$ cat src/rtl/imem_boot_loader_if.sv
// Byte-stream receive and instruction-memory write bus of the boot loader.
// The slave modport is the loader; the master modport is the stream source / memory side.
interface imem_boot_loader_if;
  logic [7:0]  rx_data;
  logic        rx_valid;
  logic        rx_ready;
  logic        imem_we;
  logic [31:0] imem_adr;
  logic [31:0] imem_wdata;

  modport slave  (input  rx_data, rx_valid,
                  output rx_ready, imem_we, imem_adr, imem_wdata);
  modport master (output rx_data, rx_valid,
                  input  rx_ready, imem_we, imem_adr, imem_wdata);
endinterface

$ cat src/rtl/imem_boot_loader.sv
// Instruction-memory boot loader: takes a length-prefixed little-endian byte stream,
// writes consecutive 32-bit words and keeps the MIPS core in reset until loading completes.
module imem_boot_loader #(
  parameter logic [31:0] BASE_ADR  = 32'h0000_0000,
  parameter int          MAX_WORDS = 1024,
  parameter int          TIMEOUT   = 1000
) (
  input  logic               clk,
  input  logic               rst,
  imem_boot_loader_if.slave  bus,
  input  logic               reload,
  output logic               core_rst,
  output logic               done,
  output logic               err
);
  localparam int TW = $clog2(TIMEOUT + 1);

  typedef enum logic [2:0] {HDR0, HDR1, DATA, DONE, ERR} state_t;
  state_t state, state_n;

  logic          rx_ready_q, imem_we_q;
  logic [31:0]   imem_adr_q, imem_wdata_q;
  logic          ready_n, done_n, err_n, core_rst_n;
  logic [7:0]    n_lo;
  logic [15:0]   n_words, w_idx;
  logic [1:0]    b_cnt;
  logic [23:0]   asm_q;
  logic          fin_q;
  logic [TW-1:0] tmo_cnt;

  logic        xfer, tmo_hit, restart, data_xfer, in_wait, stay_wait;
  logic [15:0] hdr_n;

  assign xfer      = bus.rx_valid & rx_ready_q;
  assign hdr_n     = {bus.rx_data, n_lo};
  assign tmo_hit   = !bus.rx_valid && (tmo_cnt == TW'(TIMEOUT - 1));
  assign restart   = ((state == DONE) || (state == ERR)) && reload;
  // a byte arriving in the final word's strobe cycle is dropped
  assign data_xfer = (state == DATA) && xfer && !fin_q;
  assign in_wait   = (state == HDR1) || (state == DATA);
  assign stay_wait = (state_n == HDR1) || (state_n == DATA);

  assign bus.rx_ready   = rx_ready_q;
  assign bus.imem_we    = imem_we_q;
  assign bus.imem_adr   = imem_adr_q;
  assign bus.imem_wdata = imem_wdata_q;

  always_ff @(posedge clk or negedge rst) begin
    if (!rst) state <= HDR0;
    else      state <= state_n;
  end

  always_comb begin
    state_n = state;
    unique case (state)
      HDR0: if (xfer) state_n = HDR1;
      HDR1: begin
        if (xfer) begin
          if (hdr_n == 16'd0)                        state_n = DONE;
          else if ({16'd0, hdr_n} > 32'(MAX_WORDS))  state_n = ERR;
          else                                       state_n = DATA;
        end else if (tmo_hit) state_n = ERR;
      end
      DATA: begin
        if (fin_q)        state_n = DONE;
        else if (tmo_hit) state_n = ERR;
      end
      DONE, ERR: if (reload) state_n = HDR0;
      default: state_n = ERR;
    endcase
  end

  // status outputs are registered off the next state so they move on state entry
  always_comb begin
    ready_n    = (state_n == HDR0) || (state_n == HDR1) || (state_n == DATA);
    done_n     = (state_n == DONE);
    err_n      = (state_n == ERR);
    core_rst_n = (state_n != DONE);
  end

  always_ff @(posedge clk or negedge rst) begin
    if (!rst) begin
      rx_ready_q <= 1'b1;
      done       <= 1'b0;
      err        <= 1'b0;
      core_rst   <= 1'b1;
    end else begin
      rx_ready_q <= ready_n;
      done       <= done_n;
      err        <= err_n;
      core_rst   <= core_rst_n;
    end
  end

  always_ff @(posedge clk or negedge rst) begin
    if (!rst) begin
      imem_we_q    <= 1'b0;
      imem_adr_q   <= BASE_ADR;
      imem_wdata_q <= 32'd0;
      n_lo         <= 8'd0;
      n_words      <= 16'd0;
      w_idx        <= 16'd0;
      b_cnt        <= 2'd0;
      asm_q        <= 24'd0;
      fin_q        <= 1'b0;
      tmo_cnt      <= '0;
    end else if (restart) begin
      imem_we_q  <= 1'b0;
      imem_adr_q <= BASE_ADR;
      w_idx      <= 16'd0;
      b_cnt      <= 2'd0;
      fin_q      <= 1'b0;
      tmo_cnt    <= '0;
    end else begin
      imem_we_q <= 1'b0;
      fin_q     <= 1'b0;
      if (imem_we_q) imem_adr_q <= imem_adr_q + 32'd4;
      if ((state == HDR0) && xfer) n_lo    <= bus.rx_data;
      if ((state == HDR1) && xfer) n_words <= hdr_n;
      if (data_xfer) begin
        b_cnt <= b_cnt + 2'd1;
        if (b_cnt == 2'd3) begin
          imem_we_q    <= 1'b1;
          imem_wdata_q <= {bus.rx_data, asm_q};
          w_idx        <= w_idx + 16'd1;
          fin_q        <= ((w_idx + 16'd1) == n_words);
        end else begin
          asm_q <= {bus.rx_data, asm_q[23:8]};
        end
      end
      if (in_wait && stay_wait && !xfer) tmo_cnt <= tmo_cnt + TW'(1);
      else                               tmo_cnt <= '0;
    end
  end
endmodule
$ cat src/flat_wrapper.sv
// flat-port wrapper written by rule: the top's interface ports become plain ports
module imem_boot_loader_flat 
#(
  parameter logic [31:0] BASE_ADR  = 32'h0000_0000,
  parameter int          MAX_WORDS = 1024,
  parameter int          TIMEOUT   = 1000
)
  (clk, rst, reload, core_rst, done, err, bus_rx_data, bus_rx_valid, bus_rx_ready, bus_imem_we, bus_imem_adr, bus_imem_wdata);
  imem_boot_loader_if bus_i ();
  input  logic clk;
  input  logic rst;
  input  logic reload;
  output logic core_rst;
  output logic done;
  output logic err;
  input wire logic [$bits(bus_i.rx_data)-1:0] bus_rx_data;
  input wire logic [$bits(bus_i.rx_valid)-1:0] bus_rx_valid;
  output wire logic [$bits(bus_i.rx_ready)-1:0] bus_rx_ready;
  output wire logic [$bits(bus_i.imem_we)-1:0] bus_imem_we;
  output wire logic [$bits(bus_i.imem_adr)-1:0] bus_imem_adr;
  output wire logic [$bits(bus_i.imem_wdata)-1:0] bus_imem_wdata;
  assign bus_i.rx_data = bus_rx_data;
  assign bus_i.rx_valid = bus_rx_valid;
  assign bus_rx_ready = bus_i.rx_ready;
  assign bus_imem_we = bus_i.imem_we;
  assign bus_imem_adr = bus_i.imem_adr;
  assign bus_imem_wdata = bus_i.imem_wdata;
  imem_boot_loader #(.BASE_ADR(BASE_ADR), .MAX_WORDS(MAX_WORDS), .TIMEOUT(TIMEOUT)) u_core (.clk(clk), .rst(rst), .bus(bus_i), .reload(reload), .core_rst(core_rst), .done(done), .err(err));
endmodule
$ cat config.mk
export PLATFORM = sky130hd
export DESIGN_NAME = imem_boot_loader_flat
export DESIGN_NICKNAME = d
export VERILOG_FILES = /design/src/rtl/imem_boot_loader_if.sv /design/src/rtl/imem_boot_loader.sv /design/src/flat_wrapper.sv
export SDC_FILE = /design/constraint.sdc
export NUM_CORES = 1
export LEC_CHECK = 0
export CELL_PAD_IN_SITES_DETAIL_PLACEMENT = 1
export CELL_PAD_IN_SITES_GLOBAL_PLACEMENT = 2
export CORE_MARGIN = 1.5
export CORE_UTILIZATION = 36
export CTS_CLUSTER_DIAMETER = 120
export DETAILED_ROUTE_END_ITERATION = 8
export GPL_ROUTABILITY_DRIVEN = 0
export GPL_TIMING_DRIVEN = 1
export HOLD_SLACK_MARGIN = 0.02
export PLACE_DENSITY_LB_ADDON = 0.1
export RECOVER_POWER = 50
export SLEW_MARGIN = 10
export SYNTH_ARGS = -nofsm -noshare
export SYNTH_HDL_FRONTEND = slang
export SYNTH_SLANG_ARGS = --single-unit
$ cat constraint.sdc
create_clock -name clk -period 2.6 [get_ports clk]
set_input_delay 0.52 -clock clk [delete_from_list [all_inputs] [get_ports clk]]
set_output_delay 0.52 -clock clk [all_outputs]
set_load 0.1 [all_outputs]
==> run summary <==
# diodes = 0
CP startpoint kind = primary input
Share of cells above drive strength 1 = 21.8%
Die area = 19700 um^2
Antenna Violating Nets Remaining = 0
Overflow after GRT = 0
Initial core utilization = 36.5%
Maximum clock path buffer count = 2
Cells after synthesis = 656
Worst relative slew slack = -13.8%
Crit-path slowest cell = or4_4
HPWL Detailed = 12300 um
Sw Share = 33.0%
Adder-cell area share of the yosys netlist = 0.737%
Via density = 5.26
Hold Buf Count CTS = 0
Setup Crit Path Kind = in2reg
Failing checks = max-capacitance violations, max-slew violations
Crit. End Element = flop
Met3 Use GR = 4.75%
Worst skew pair latency = 430 ps
Width of the die = 140 um
Clock Skew = 12.8 ps
Placed insts = 975
Power Internal = 4.68 mW
Ys Warns = 0
Worst IR Drop VDD = 0.000464 V
Drt wl/cell = 17.6 um
Critical path cell sequence = clkdlybuf4s50_1 -> or4_4 -> or4_1 -> or3_1 -> a22oi_2 -> buf_12 -> nor4_1
Cell Rows = 50
Layout Utilization = 44.7%
Post-synth top flop = dfrtp_1
IO buf count = 78
Pwr dens = 839 nW/um^2
H-tree levels = 4
Synth Area in Simple Gates = 20.6%
Outcome = finished with violations
Flip-flop and latch count after synthesis = 147
Max-cap violations = 1
Inserted Clock Buffers = 17
Synth Area in XOR/XNOR = 6.84%
Worst hold path type = reg2reg
DRT Wirelength = 17700 um
Pre-antenna DRT Iters = 4
First-pass GRT wire length = 29600 um
Switching Power = 2.30 mW
FFs w/ async S/R, synth = 100%
Fin. Hold Viols = 0
Worst slew pin tran = 1710 ps
Synth Cell Area = 6790 um^2
Compound-Gate Fraction of Synth Area = 6.60%
Layout overhead on the synthesized area = 22.5%
Initial antenna violation count = 1
Chip Height = 140 um
Tcrit/Tclk final = 95.0%
Clock sink count = 147
Vias in the first global route = 5608
Worst-path maximum fanout = 13
Largest net degree at the start of global routing = 65
Clock share of power = 35.0%
Mux contribution to synthesized area = 8.26%
Sequential group share of total power = 43.0%
DRC Markers = 0
CP max stage delay = 580 ps
Floorplan core area = 18600 um^2
Clock Pin Slew Worst Setup and Hold Paths = 70 ps
Total GRT Usage = 19.1%
Non-filler cells, final = 1006
Tmin final = 2470 ps
Filler instances = 2080
Arr. time, crit path = 2770 ps
Max-slew violation count = 65
PostCTS Resize Cnt = 0
EDFF count, synth = 0
CTS tree = yes
Met1 Use GR = 24.8%
I/O Pins = 81
Power share of the combinational group = 22.0%
Nets = 776
Root buffer selected by CTS = clkbuf_16
First DRT Iteration DRCs = 145
CP required = 2900 ps
Avg Cell Area, Syn = 10.3 um^2
Fmax = 405 MHz
Vias = 5293
Pleak = 3.87 nW
Met2 Use GR = 31.8%
RSZ-0062 raised after global routing = false
Register area share after synthesis = 54.2%
Largest family of logic cells by synthesized area = simple AND/OR/NAND/NOR gates
Busiest grt layer = met2
# setup viols final = 0
Synth unique cells = 56
Post-CTS setup buffer count = 0
-- cell usage after synthesis, types with 5 or more instances --
cell	n	area [um^2]
clkbuf_1	21	78.8
nand3b_1	5	37.5
a21oi_1	8	40.0
xnor2_1	20	175
nor3_1	9	45.0
a31oi_1	5	31.3
o31ai_1	5	37.5
mux2_2	48	541
nor4_1	18	113
nand4_1	21	131
nor2_1	55	206
nand2_1	125	469
nand3_1	22	110
o21ai_0	23	115
and2_1	5	31.3
and3_1	8	50.1
inv_1	7	26.3
xor2_1	33	289
dfrtp_1	145	3630
-- worst max-delay path: cells and delay by family --
kind / cells / cell delay [ps]
AOI/OAI and AO/OA: 1 / 220
buffers and inverters: 2 / 590
and+or+nand+nor: 4 / 1440
-- cell families (layout without fill, tap and decap cells) --
family	after synthesis	in the layout
simple gates	293	293
flops	147	147
compound gates	68	68
xor+xnor	53	53
mux	50	50
buf+inv	40	155
fa+ha+maj	4	4
other cells	1	2
-- per-stage QoR --
| stage | setup TNS, ps | hold WS [ps] | instance area [um^2] | total power, mW | setup slack [ps] |
|---|---|---|---|---|---|
| after floorplan | 0 | 224 | 6790 | 4.08 | 47.2 |
| after global placement | -4680 | 450 | 7880 | 4.55 | -337 |
| after detailed placement | -5450 | 459 | 7880 | 4.61 | -377 |
| after CTS | 0 | 117 | 8460 | 7.10 | 80.7 |
| after global routing | 0 | 501 | 8310 | 7.33 | 8.57 |
| final | 0 | 473 | 8310 | 6.97 | 130 |
-- routing by layer --
| metal | wire [um] | up-vias |
|---|---|---|
| met1 | 8200 | 2713 |
| met4 | 89 | 2 |
| met2 | 8720 | 81 |
| li1 | - | 2488 |
| met3 | 641 | 9 |
| met5 | 17 | - |
-- cells in the final DEF, fill, tap and decap left out, drive strengths merged, types with 3 or more instances in the layout --
master         instances
dfrtp                145
nand2                125
buf                   69
nor2                  55
clkbuf                55
mux2                  48
xor2                  33
o21ai                 23
nand3                 22
nand4                 21
xnor2                 20
nor4                  19
inv                   17
clkdlybuf4s50         10
nor3                  10
a21oi                  8
and3                   8
nand3b                 5
a31oi                  5
and2                   5
o31ai                  5
a211oi                 5
o211ai                 4
nand4b                 4
o41ai                  4
ha                     4
or2                    3
o21a                   3
or4                    3
clkinv                 3
-- power groups by stage --
stage	logic [mW]	clock network (mW)	registers (mW)
final	1.53	2.44	3.00
after global routing	1.66	2.61	3.06
after CTS	1.57	2.52	3.01
after detailed placement	1.56	0	3.05
after global placement	1.52	0	3.03
after floorplan	0.850	0	3.23
-- sequential cells by signal (all words and copies together), names as in the netlist --
name and count:
u_core.asm_q 24, u_core.b_cnt 2, u_core.bus.imem_adr 30, u_core.bus.imem_wdata 32, u_core.bus.imem_we 1, u_core.bus.rx_ready 1, u_core.core_rst 1, u_core.done 1
u_core.err 1, u_core.fin_q 1, u_core.n_lo 8, u_core.n_words 16, u_core.state 3, u_core.tmo_cnt 10, u_core.w_idx 16
-- final timing paths --
check                                             from                               endpoint  slack, ps  cells after the start
max in group asynchronous                          rst  u_core.bus.imem_wdata[14]$_DFFE_PN0P_        510                      2
min in group asynchronous                          rst            u_core.tmo_cnt[4]$_DFF_PN0_        530                      1
min reg2reg                u_core.asm_q[0]$_DFFE_PN0P_   u_core.bus.imem_wdata[0]$_DFFE_PN0P_        470                      2
min                        u_core.asm_q[0]$_DFFE_PN0P_   u_core.bus.imem_wdata[0]$_DFFE_PN0P_        470                      2
max reg2reg                u_core.w_idx[0]$_DFFE_PN0P_                 u_core.fin_q$_DFF_PN0_        310                      6
max                                     bus_rx_data[6]            u_core.tmo_cnt[9]$_DFF_PN0_        130                      7
-- final cells by class --
cell class	instances	area [um^2]	share of cell area [%]
timing repair buffer	116	790	9.50
multi-input combinational	470	2940	35.4
clock inverter	13	139	1.67
tap	234	293	3.52
sequential	147	3680	44.3
clock buffer	18	439	5.28
inverter	8	30.0	0.361
(Power assumes the default switching activity.)
==> variant, RTL diff (same settings) <==
`MAX_WORDS` is set to 1024 in 2 places; all go to 768.
--- a/src/rtl/imem_boot_loader.sv
+++ b/src/rtl/imem_boot_loader.sv
@@ -2,7 +2,7 @@
 // writes consecutive 32-bit words and keeps the MIPS core in reset until loading completes.
 module imem_boot_loader #(
   parameter logic [31:0] BASE_ADR  = 32'h0000_0000,
-  parameter int          MAX_WORDS = 1024,
+  parameter int          MAX_WORDS = 768,
   parameter int          TIMEOUT   = 1000
 ) (
   input  logic               clk,
--- a/src/flat_wrapper.sv
+++ b/src/flat_wrapper.sv
@@ -2,7 +2,7 @@
 module imem_boot_loader_flat 
 #(
   parameter logic [31:0] BASE_ADR  = 32'h0000_0000,
-  parameter int          MAX_WORDS = 1024,
+  parameter int          MAX_WORDS = 768,
   parameter int          TIMEOUT   = 1000
 )
   (clk, rst, reload, core_rst, done, err, bus_rx_data, bus_rx_valid, bus_rx_ready, bus_imem_we, bus_imem_adr, bus_imem_wdata);
Behaviour: not the same (Yosys sat finds a counterexample within 4 cycles, from zero or initial values and one cycle with rst low).
==> variant against the original RTL <==
Non-clock buffer count decreased by 14. Worst hold slack lost 43 ps. Sequential cell count is the same. Total power up 20%. Cell area decreased by 0.75%. Wire length increased by 0.13%. Count of clock-buffer cells in the layout is 1 higher. Setup slack improved by 210 ps. Synthesized cell count rose by 2.3%. Area after synthesis increased by 0.46%. Critical path depth fell by 1. Largest cell class unchanged.
==> variant: results (changes against the original RTL) <==
num_vias: 5312  # was 5293
grt_max_degree: 54  # was 65
port_buffers: 78  # unchanged
crit_path_start: "u_core.w_idx[0]$_DFFE_PN0P_"  # was bus_rx_data[6]
crit_fanout: 8  # was 13
clock_skew_ps: 12.1  # was 12.8 ps
placed_cells: 976  # was 975
wl_met3_um: 651  # was 641 um
synth_commonest_cells: "dfrtp_1, nand2_1, nor2_1, mux2_2, o21ai_0"  # was dfrtp_1, nand2_1, nor2_1, mux2_2, xor2_1
grt_pass1_wl_um: 29600  # about the same
synthCells: 671  # was 656
dpl.hpwl_um: 12400  # was 12300 um
ys_warn_count: 0  # unchanged
fin_nets: 777  # was 776
ff2ff_setup_slack_ps: 340  # was 310 ps
use_met3_pct: 4.59  # was 4.75%
synth-compound-area-share_pct: 7.62  # was 6.60%
leakage_nw: 3.73  # was 3.87 nW
ys_top_cells_by_area: "dfrtp_1, mux2_2, nand2_1"  # unchanged
grt_util_met2_pct: 31.8  # about the same
drtIter0Drc: 206  # was 145
critPathSlowestCell: "dfrtp_1"  # was or4_4
die_w_um: 141  # was 140 um
hold_path_class: "in2async"  # was reg2reg
status: "complete, no violations"  # was complete, but fails checks
layout-drive-gt1-share_pct: 20.9  # was 21.8%
wl_met1_um: 8220  # was 8200 um
fin_cells: 1008  # was 1006
cpLargestDelayFamily: "simple AND/OR/NAND/NOR gates"  # unchanged
synthMuxAreaShare_pct: 8.22  # was 8.26%
gr-usage-met1_pct: 24.9  # was 24.8%
ir_drop_uv: 454  # was 464 uV
first_global_vias: 5657  # was 5608
arrival_ps: 2570  # was 2770 ps
nFillCells: 2112  # was 2080
yosysSeqAreaShare_pct: 54.0  # was 54.2%
wl_met2_um: 8610  # was 8720 um
yosysTopAreaCell: "dfrtp_1"  # unchanged
wl_um: 17700  # about the same
timing.hold.ws_ps: 430  # was 473 ps
antenna_found_initial: 0  # was 1
slowest_delay_ps: 500  # was 580 ps
routed.top_layer: "met4"  # was met5
synthDistinctLibCells: 60  # was 56
slew-limit-headroom_pct: 4.03  # was -13.8%
critPathCapture: "u_core.fin_q$_DFF_PN0_"  # was u_core.tmo_cnt[9]$_DFF_PN0_
variant: report_power, final:
group	internal [mW]	switching (mW)	total, mW
Sequential	2.72	0.490	3.21
Combinational	0.793	1.97	2.77
Clock	1.35	1.05	2.40
Total	4.86	3.51	8.38
variant: layout make-up:
class / instances / area, um2 / area share, %
inverters: 11 / 41.3 / 0.500
clock inverters: 13 / 145 / 1.76
repair buffers: 102 / 684 / 8.30
multi-input cells: 482 / 2960 / 35.9
flip-flops and latches: 147 / 3690 / 44.8
well taps: 234 / 293 / 3.55
clock buffers: 19 / 433 / 5.25
variant: cell families (layout without fill, tap and decap cells):
group	count (synthesis)	after routing
buffers and inverters	43	145
xor gates and xnor gates	46	46
DFF	147	147
and+or+nand+nor	294	294
AOI/OAI and AO/OA	86	86
adders and majority gates	4	4
other	1	2
muxes	50	50
variant: through the flow:
stage          instance area (um2)  worst slack, ps
3_3_place_gp                  7820              146
3_5_place_dp                  7820              102
6_report                      8250              341
5_1_grt                       8250              151
4_1_cts                       8400              332
2_1_floorplan                 6830              126
